==> src/rtl/div_pkg.sv <==
// Shared types and constants for the divider dispatch front-end.
package div_pkg;

    localparam int DIV_WIDTH_DEF = 16;

    typedef enum logic [2:0] {
        IDLE  = 3'd0,
        ISSUE = 3'd1,
        ARM   = 3'd2,
        WAIT  = 3'd3,
        RESP  = 3'd4
    } div_state_t;

    // Pointer width for a power-of-two FIFO: index bits plus one wrap bit.
    function automatic int ptr_w(input int depth);
        return $clog2(depth) + 1;
    endfunction

endpackage

==> src/rtl/div_req_fifo.sv <==
// Request FIFO holding {dividend, divisor} pairs ahead of the divider.
// The extra pointer bit distinguishes full from empty when indices match.
module div_req_fifo
    import div_pkg::*;
#(
    parameter int DW    = 2 * DIV_WIDTH_DEF,
    parameter int DEPTH = 4
) (
    input  logic          clk,
    input  logic          rst,
    input  logic          i_push,
    input  logic [DW-1:0] i_data,
    input  logic          i_pop,
    output logic [DW-1:0] o_head,
    output logic          o_full,
    output logic          o_empty
);

    localparam int PW = ptr_w(DEPTH);
    localparam int AW = PW - 1;

    logic [DW-1:0] r_mem [DEPTH];
    logic [PW-1:0] r_wr_ptr;
    logic [PW-1:0] r_rd_ptr;
    logic          w_full;
    logic          w_empty;
    logic          w_do_push;
    logic          w_do_pop;

    assign w_full    = (r_wr_ptr[AW-1:0] == r_rd_ptr[AW-1:0]) && (r_wr_ptr[AW] != r_rd_ptr[AW]);
    assign w_empty   = (r_wr_ptr == r_rd_ptr);
    assign w_do_push = i_push && !w_full;
    assign w_do_pop  = i_pop && !w_empty;
    assign o_full    = w_full;
    assign o_empty   = w_empty;
    assign o_head    = r_mem[r_rd_ptr[AW-1:0]];

    // Pointer update; push and pop may both happen in one cycle.
    always_ff @(posedge clk or negedge rst) begin
        if (!rst) begin
            r_wr_ptr <= '0;
            r_rd_ptr <= '0;
        end else begin
            if (w_do_push) r_wr_ptr <= r_wr_ptr + PW'(1);
            if (w_do_pop)  r_rd_ptr <= r_rd_ptr + PW'(1);
        end
    end

    // Storage write; contents need no reset since the pointers gate reads.
    always_ff @(posedge clk) begin
        if (w_do_push) r_mem[r_wr_ptr[AW-1:0]] <= i_data;
    end

endmodule

==> src/rtl/div_dispatch.sv <==
// Front-end that queues division requests, issues them one at a time to a
// restoring divider, guards each with a watchdog and returns results in order.
// Optional macro DIV_ZERO_BYPASS_EN: zero divisors are answered locally
// (Q = all-ones, R = dividend, error) without starting the divider.
module div_dispatch
    import div_pkg::*;
#(
    parameter int WIDTH   = DIV_WIDTH_DEF,
    parameter int DEPTH   = 4,
    parameter int TIMEOUT = 64
) (
    input  logic             clk,
    input  logic             rst,
    input  logic             req_valid,
    output logic             req_ready,
    input  logic [WIDTH-1:0] req_dividend,
    input  logic [WIDTH-1:0] req_divisor,
    output logic             rsp_valid,
    input  logic             rsp_ready,
    output logic [WIDTH-1:0] rsp_quotient,
    output logic [WIDTH-1:0] rsp_remainder,
    output logic             rsp_error,
    output logic             div_start,
    output logic             div_valid_in,
    output logic [WIDTH-1:0] div_dividend,
    output logic [WIDTH-1:0] div_divisor,
    input  logic [WIDTH-1:0] div_quotient,
    input  logic [WIDTH-1:0] div_remainder,
    input  logic             div_done,
    output logic             busy
);

    localparam int WD_W = $clog2(TIMEOUT + 1);

    div_state_t         r_state;
    div_state_t         w_state_nxt;
    logic [WIDTH-1:0]   r_opa;
    logic [WIDTH-1:0]   r_opb;
    logic [WIDTH-1:0]   r_q;
    logic [WIDTH-1:0]   r_r;
    logic               r_err;
    logic [WD_W-1:0]    r_wdog;
    logic [2*WIDTH-1:0] w_head;
    logic [WIDTH-1:0]   w_head_a;
    logic [WIDTH-1:0]   w_head_b;
    logic               w_full;
    logic               w_empty;
    logic               w_pop;
    logic               w_bypass;
    logic               w_timeout;

    div_req_fifo #(
        .DW    (2 * WIDTH),
        .DEPTH (DEPTH)
    ) u_fifo (
        .clk     (clk),
        .rst     (rst),
        .i_push  (req_valid && req_ready),
        .i_data  ({req_dividend, req_divisor}),
        .i_pop   (w_pop),
        .o_head  (w_head),
        .o_full  (w_full),
        .o_empty (w_empty)
    );

    assign w_head_a = w_head[2*WIDTH-1:WIDTH];
    assign w_head_b = w_head[WIDTH-1:0];

    // Ready is held low while reset is asserted so every output reads 0.
    assign req_ready     = rst && !w_full;
    assign busy          = (r_state != IDLE) || !w_empty;
    assign div_dividend  = r_opa;
    assign div_divisor   = r_opb;
    assign rsp_quotient  = r_q;
    assign rsp_remainder = r_r;
    assign rsp_error     = r_err;
    assign w_timeout     = (r_wdog == WD_W'(TIMEOUT - 1));

`ifdef DIV_ZERO_BYPASS_EN
    assign w_bypass = (w_head_b == '0);
`else
    assign w_bypass = 1'b0;
`endif

    // State register.
    always_ff @(posedge clk or negedge rst) begin
        if (!rst) r_state <= IDLE;
        else      r_state <= w_state_nxt;
    end

    // Next-state and strobe decode; ARM ignores div_done to mask a stale pulse.
    always_comb begin
        w_state_nxt  = r_state;
        w_pop        = 1'b0;
        div_start    = 1'b0;
        div_valid_in = 1'b0;
        rsp_valid    = 1'b0;
        case (r_state)
            IDLE: begin
                if (!w_empty) begin
                    w_pop       = 1'b1;
                    w_state_nxt = w_bypass ? RESP : ISSUE;
                end
            end
            ISSUE: begin
                div_start    = 1'b1;
                div_valid_in = 1'b1;
                w_state_nxt  = ARM;
            end
            ARM: w_state_nxt = WAIT;
            WAIT: begin
                if (div_done || w_timeout) w_state_nxt = RESP;
            end
            RESP: begin
                rsp_valid = 1'b1;
                if (rsp_ready) w_state_nxt = IDLE;
            end
            default: w_state_nxt = IDLE;
        endcase
    end

    // Operand capture, watchdog and result capture; done wins over timeout.
    always_ff @(posedge clk or negedge rst) begin
        if (!rst) begin
            r_opa  <= '0;
            r_opb  <= '0;
            r_q    <= '0;
            r_r    <= '0;
            r_err  <= 1'b0;
            r_wdog <= '0;
        end else begin
            if (w_pop) begin
                r_opa  <= w_head_a;
                r_opb  <= w_head_b;
                r_wdog <= '0;
                if (w_bypass) begin
                    r_q   <= '1;
                    r_r   <= w_head_a;
                    r_err <= 1'b1;
                end
            end
            if (r_state == WAIT) begin
                r_wdog <= r_wdog + WD_W'(1);
                if (div_done) begin
                    r_q   <= div_quotient;
                    r_r   <= div_remainder;
                    r_err <= 1'b0;
                end else if (w_timeout) begin
                    r_q   <= '1;
                    r_r   <= '0;
                    r_err <= 1'b1;
                end
            end
        end
    end

endmodule
==> config.mk <==
export PLATFORM = sky130hd
export DESIGN_NAME = div_dispatch
export DESIGN_NICKNAME = d
export VERILOG_FILES = /design/src/rtl/div_pkg.sv /design/src/rtl/div_req_fifo.sv /design/src/rtl/div_dispatch.sv
export SDC_FILE = /design/constraint.sdc
export NUM_CORES = 1
export LEC_CHECK = 0
export ABC_AREA = 1
export BUFFER_PORTS_ARGS = -buffer_cell sky130_fd_sc_hd__buf_2
export CAP_MARGIN = 20
export CORE_MARGIN = 5
export CORE_UTILIZATION = 55
export DETAILED_ROUTE_END_ITERATION = 16
export MAX_ROUTING_LAYER = met4
export PLACE_DENSITY = 0.78
export SLEW_MARGIN = 0
export SYNTH_ARGS = -nofsm -noshare
export SYNTH_HDL_FRONTEND = slang
export SYNTH_SLANG_ARGS = --single-unit
==> constraint.sdc <==
create_clock -name clk -period 5.85 [get_ports clk]
set_input_delay 1.17 -clock clk [delete_from_list [all_inputs] [get_ports clk]]
set_output_delay 1.17 -clock clk [all_outputs]
set_load 0.02 [all_outputs]
==> results.md <==
* Outcome: finished clean
* Total wire length at roughly 17 mm
* Die Area at ~0.017 mm^2
* Number of global-route vias before repair at about 5500
* Sw frac at around 38%
* DR vias at ~5500
* Clock power frac at about a quarter
* PostCTS Resize Cnt at 0
* Sequential cell area at 0.00587 mm^2
* Final number of setup-violating endpoints at 0
* Fin crit share at about three fifths
* Syn. warnings at 0
* Total global routing overflow at 0
* Vias per cell at between 5 and 6
* Syn Nets at slightly below 800
* Unrepaired setup endpoints after global routing: no
* Layout Cells excl Fill at approximately 1000
* Cells after Synth at a little over 700
* Top cell by count, worst path: nand2_1
* Hold path cells at 2
* DR pass1 iterations at 4
* Reg2reg start: u_fifo.r_rd_ptr[1]
* Crit path largest cell delay at between 700 and 800 ps
* Area Growth Syn to Fin at 17.8%
* Sequential Power Share at 41.6%
* DPL Wire Length at around 10 mm
* Least-Margin Pin Slew at between 1000 and 1500 ps
* Clock Latency Late Sink at between 400 and 500 ps
* Pwr Density at 528 mW/mm^2
* CTS Buf Count at 21
* Yosys top cell area share at between 40% and 50%
* Root buf cell: clkbuf_16
* Setup Crit Path Kind: reg2out
* CP bufs+invs at 3
* Max stage delay cell, worst path: inv_2
* Die H at 132 um
* Largest net degree at the start of global routing at 67
* CP endpoint kind: primary output
* Total Power at about 5.1 mW
* First-pass GRT wire length at around 27 mm
* Initial Util at between 50% and 60%
* Startpoint Class: flop
* Avg WL per Cell at between 15 and 20 um
* Most common cell after layout, fill and taps aside: nand2_1
* Worst-path clk slew at 60 ps
* Setup TNS at 0 ps
* Worst hold start: rsp_remainder[14]
* IO Count at around 140
* Synth top area cells: edfxtp_1, dfrtp_1, nand2_1, o21ai_0, nor2_1
* Logic gate share of total power at between 30% and 40%
* HP Class: reg2reg
* Nets at 915
* Crit Path Max Fanout at 66
* Filler cell count at 1093
* Antenna viol nets, final at 0
* Worst R2R Path Depth at 7
* Max Clk Rate at between 200 and 300 MHz
* CTS tree: done
* Register area share after synthesis at 72.1%
* Initial antenna violation count at 0
* Count of final hold-check violations at 0
* Synth Register Bits at between 200 and 250
* H-tree Lvls at 1
* Most frequent cells in the layout: nand2_1, buf_2, edfxtp_1
* Syn Area/Cell at 11.5 um^2
* Ant. Diodes at 0
* Max Slew Vio Count at 0
* Placed cell count at between 900 and 1000
* DRC errors left at 0
* Required time of the critical path at between 4000 and 5000 ps
* Tmin final at roughly 3600 ps
* Layout Skew at around 6.6 ps
* Clk sinks at between 200 and 250
* Hold_buf cts at 0
* # rows at 44
* Area leader, netlist: edfxtp_1
* Leak at around 4.2 nW
* Die W at 132 um
* Port buffer count at 138
* R2r setup slk at between 2000 and 3000 ps
* Postcts setup bufs at 0
* VDD IR max at between 0.0003 and 0.0004 V
* Mapped cell area at between 0.008 and 0.009 mm^2
* Post-synthesis cell type count at 25
* Max clock buf depth at 3
* Hold Crit Endpoint: rsp_remainder[14]
* Int Pwr at between 3 and 4 mW
* WP data arrival at between 2000 and 2500 ps
* RePlAce Congestion at 0.762
* Cell Chain, Critical Path: inv_2, nand2_1, nand2_2, nand3b_1, nand2_1, inv_1, buf_2
* Area of the multi-input gates at about 0.0020 mm^2
* Gr usage total at roughly a fifth
* Max-slew headroom at approximately 28%
* Iter 0 DRT Violations at between 400 and 500
* Critical path's top delay family: buffers and inverters
* CORE AREA at about 0.015 mm^2
* Sw Pwr at about 1.9 mW
* Share of layout cells above drive strength 1 at 22.0%
* Utilization after layout at around two thirds
* Worst reg2reg path endpoint: u_fifo.r_mem[3][9]
* MaxCap Viol Count at 0
==> final cells by class <==
cell class,instances,share of cell area [%]
well taps,184,2.40
multi-input cells,425,20.4
clock buffers,32,6.22
clock inverters,5,0.352
flip-flops and latches,209,61.2
inverters,40,1.57
repair buffers,143,7.88
==> tightest hold or removal path, stage by stage, from the launching register on <==
cell     delay (ps)
dfrtp_1         340
nand2_1          50
nand2_1          50
==> worst max path at each step <==
stage | startpoint | end | slack [ps] | cells past startpoint
after floorplan | req_valid | u_fifo.r_mem[0][0] | 2690 | 2
after global placement | rst | u_fifo.r_mem[0][3] | 2460 | 3
after detailed placement | rst | u_fifo.r_mem[3][0] | 2350 | 3
after CTS | u_fifo.r_rd_ptr[0] | req_ready | 2240 | 7
after global routing | u_fifo.r_rd_ptr[0] | req_ready | 2080 | 7
final | u_fifo.r_rd_ptr[0] | req_ready | 2260 | 7
==> flip-flops by register name, indices dropped and copies added (netlist names) <==
register         count
u_fifo.r_mem       128
r_wdog               7
r_state              3
rsp_quotient        16
div_divisor         16
u_fifo.r_rd_ptr      3
div_dividend        16
rsp_error            1
rsp_remainder       16
u_fifo.r_wr_ptr      3
==> stage by stage <==
stage	hold slack, ps	cell area (um^2)	setup WS [ps]
2_1_floorplan	491	8150	2690
3_3_place_gp	449	8920	2460
3_5_place_dp	453	8920	2350
4_1_cts	468	9550	2240
5_1_grt	480	9590	2080
6_report	463	9590	2260
==> Yosys cell counts, drive strengths merged <==
cell	number
nand2	179
edfxtp	128
nor2	95
dfrtp	81
o21ai	73
inv	40
o22ai	32
buf	19
a21oi	18
clkbuf	14
nand3	9
ha	6
nand4	5
xor2	3
xnor2	2
nand3b	1
nor3	1
o21bai	1
==> cell families (layout without fill, tap and decap cells) <==
kind of cell	count (synthesis)	count (layout)	share of synthesized area (%)
simple gates	290	290	14.0
fa+ha+maj	6	6	0.921
xor+xnor	5	5	0.538
compound gates	124	124	8.14
buf+inv	73	220	4.32
flops	209	209	72.1
==> power groups by stage <==
stage	Combinational, mW	Clock (mW)	Sequential [mW]
floorplan	0.995	0	2.36
global placement	1.68	0	2.12
detailed placement	1.74	0	2.13
CTS	1.75	1.24	2.11
global route	1.94	1.31	2.14
finish	1.74	1.22	2.11
==> per-layer routing <==
layer / global-route usage, % / vias up / routed length (um)
li1: - / 2662 / -
met1: 25.9 / 2607 / 7190
met2: 32.3 / 194 / 8480
met3: 3.86 / 27 / 1280
met4: 4.51 / 0 / 231
met5: - / - / 0
Power figures use the tool's default switching activity.
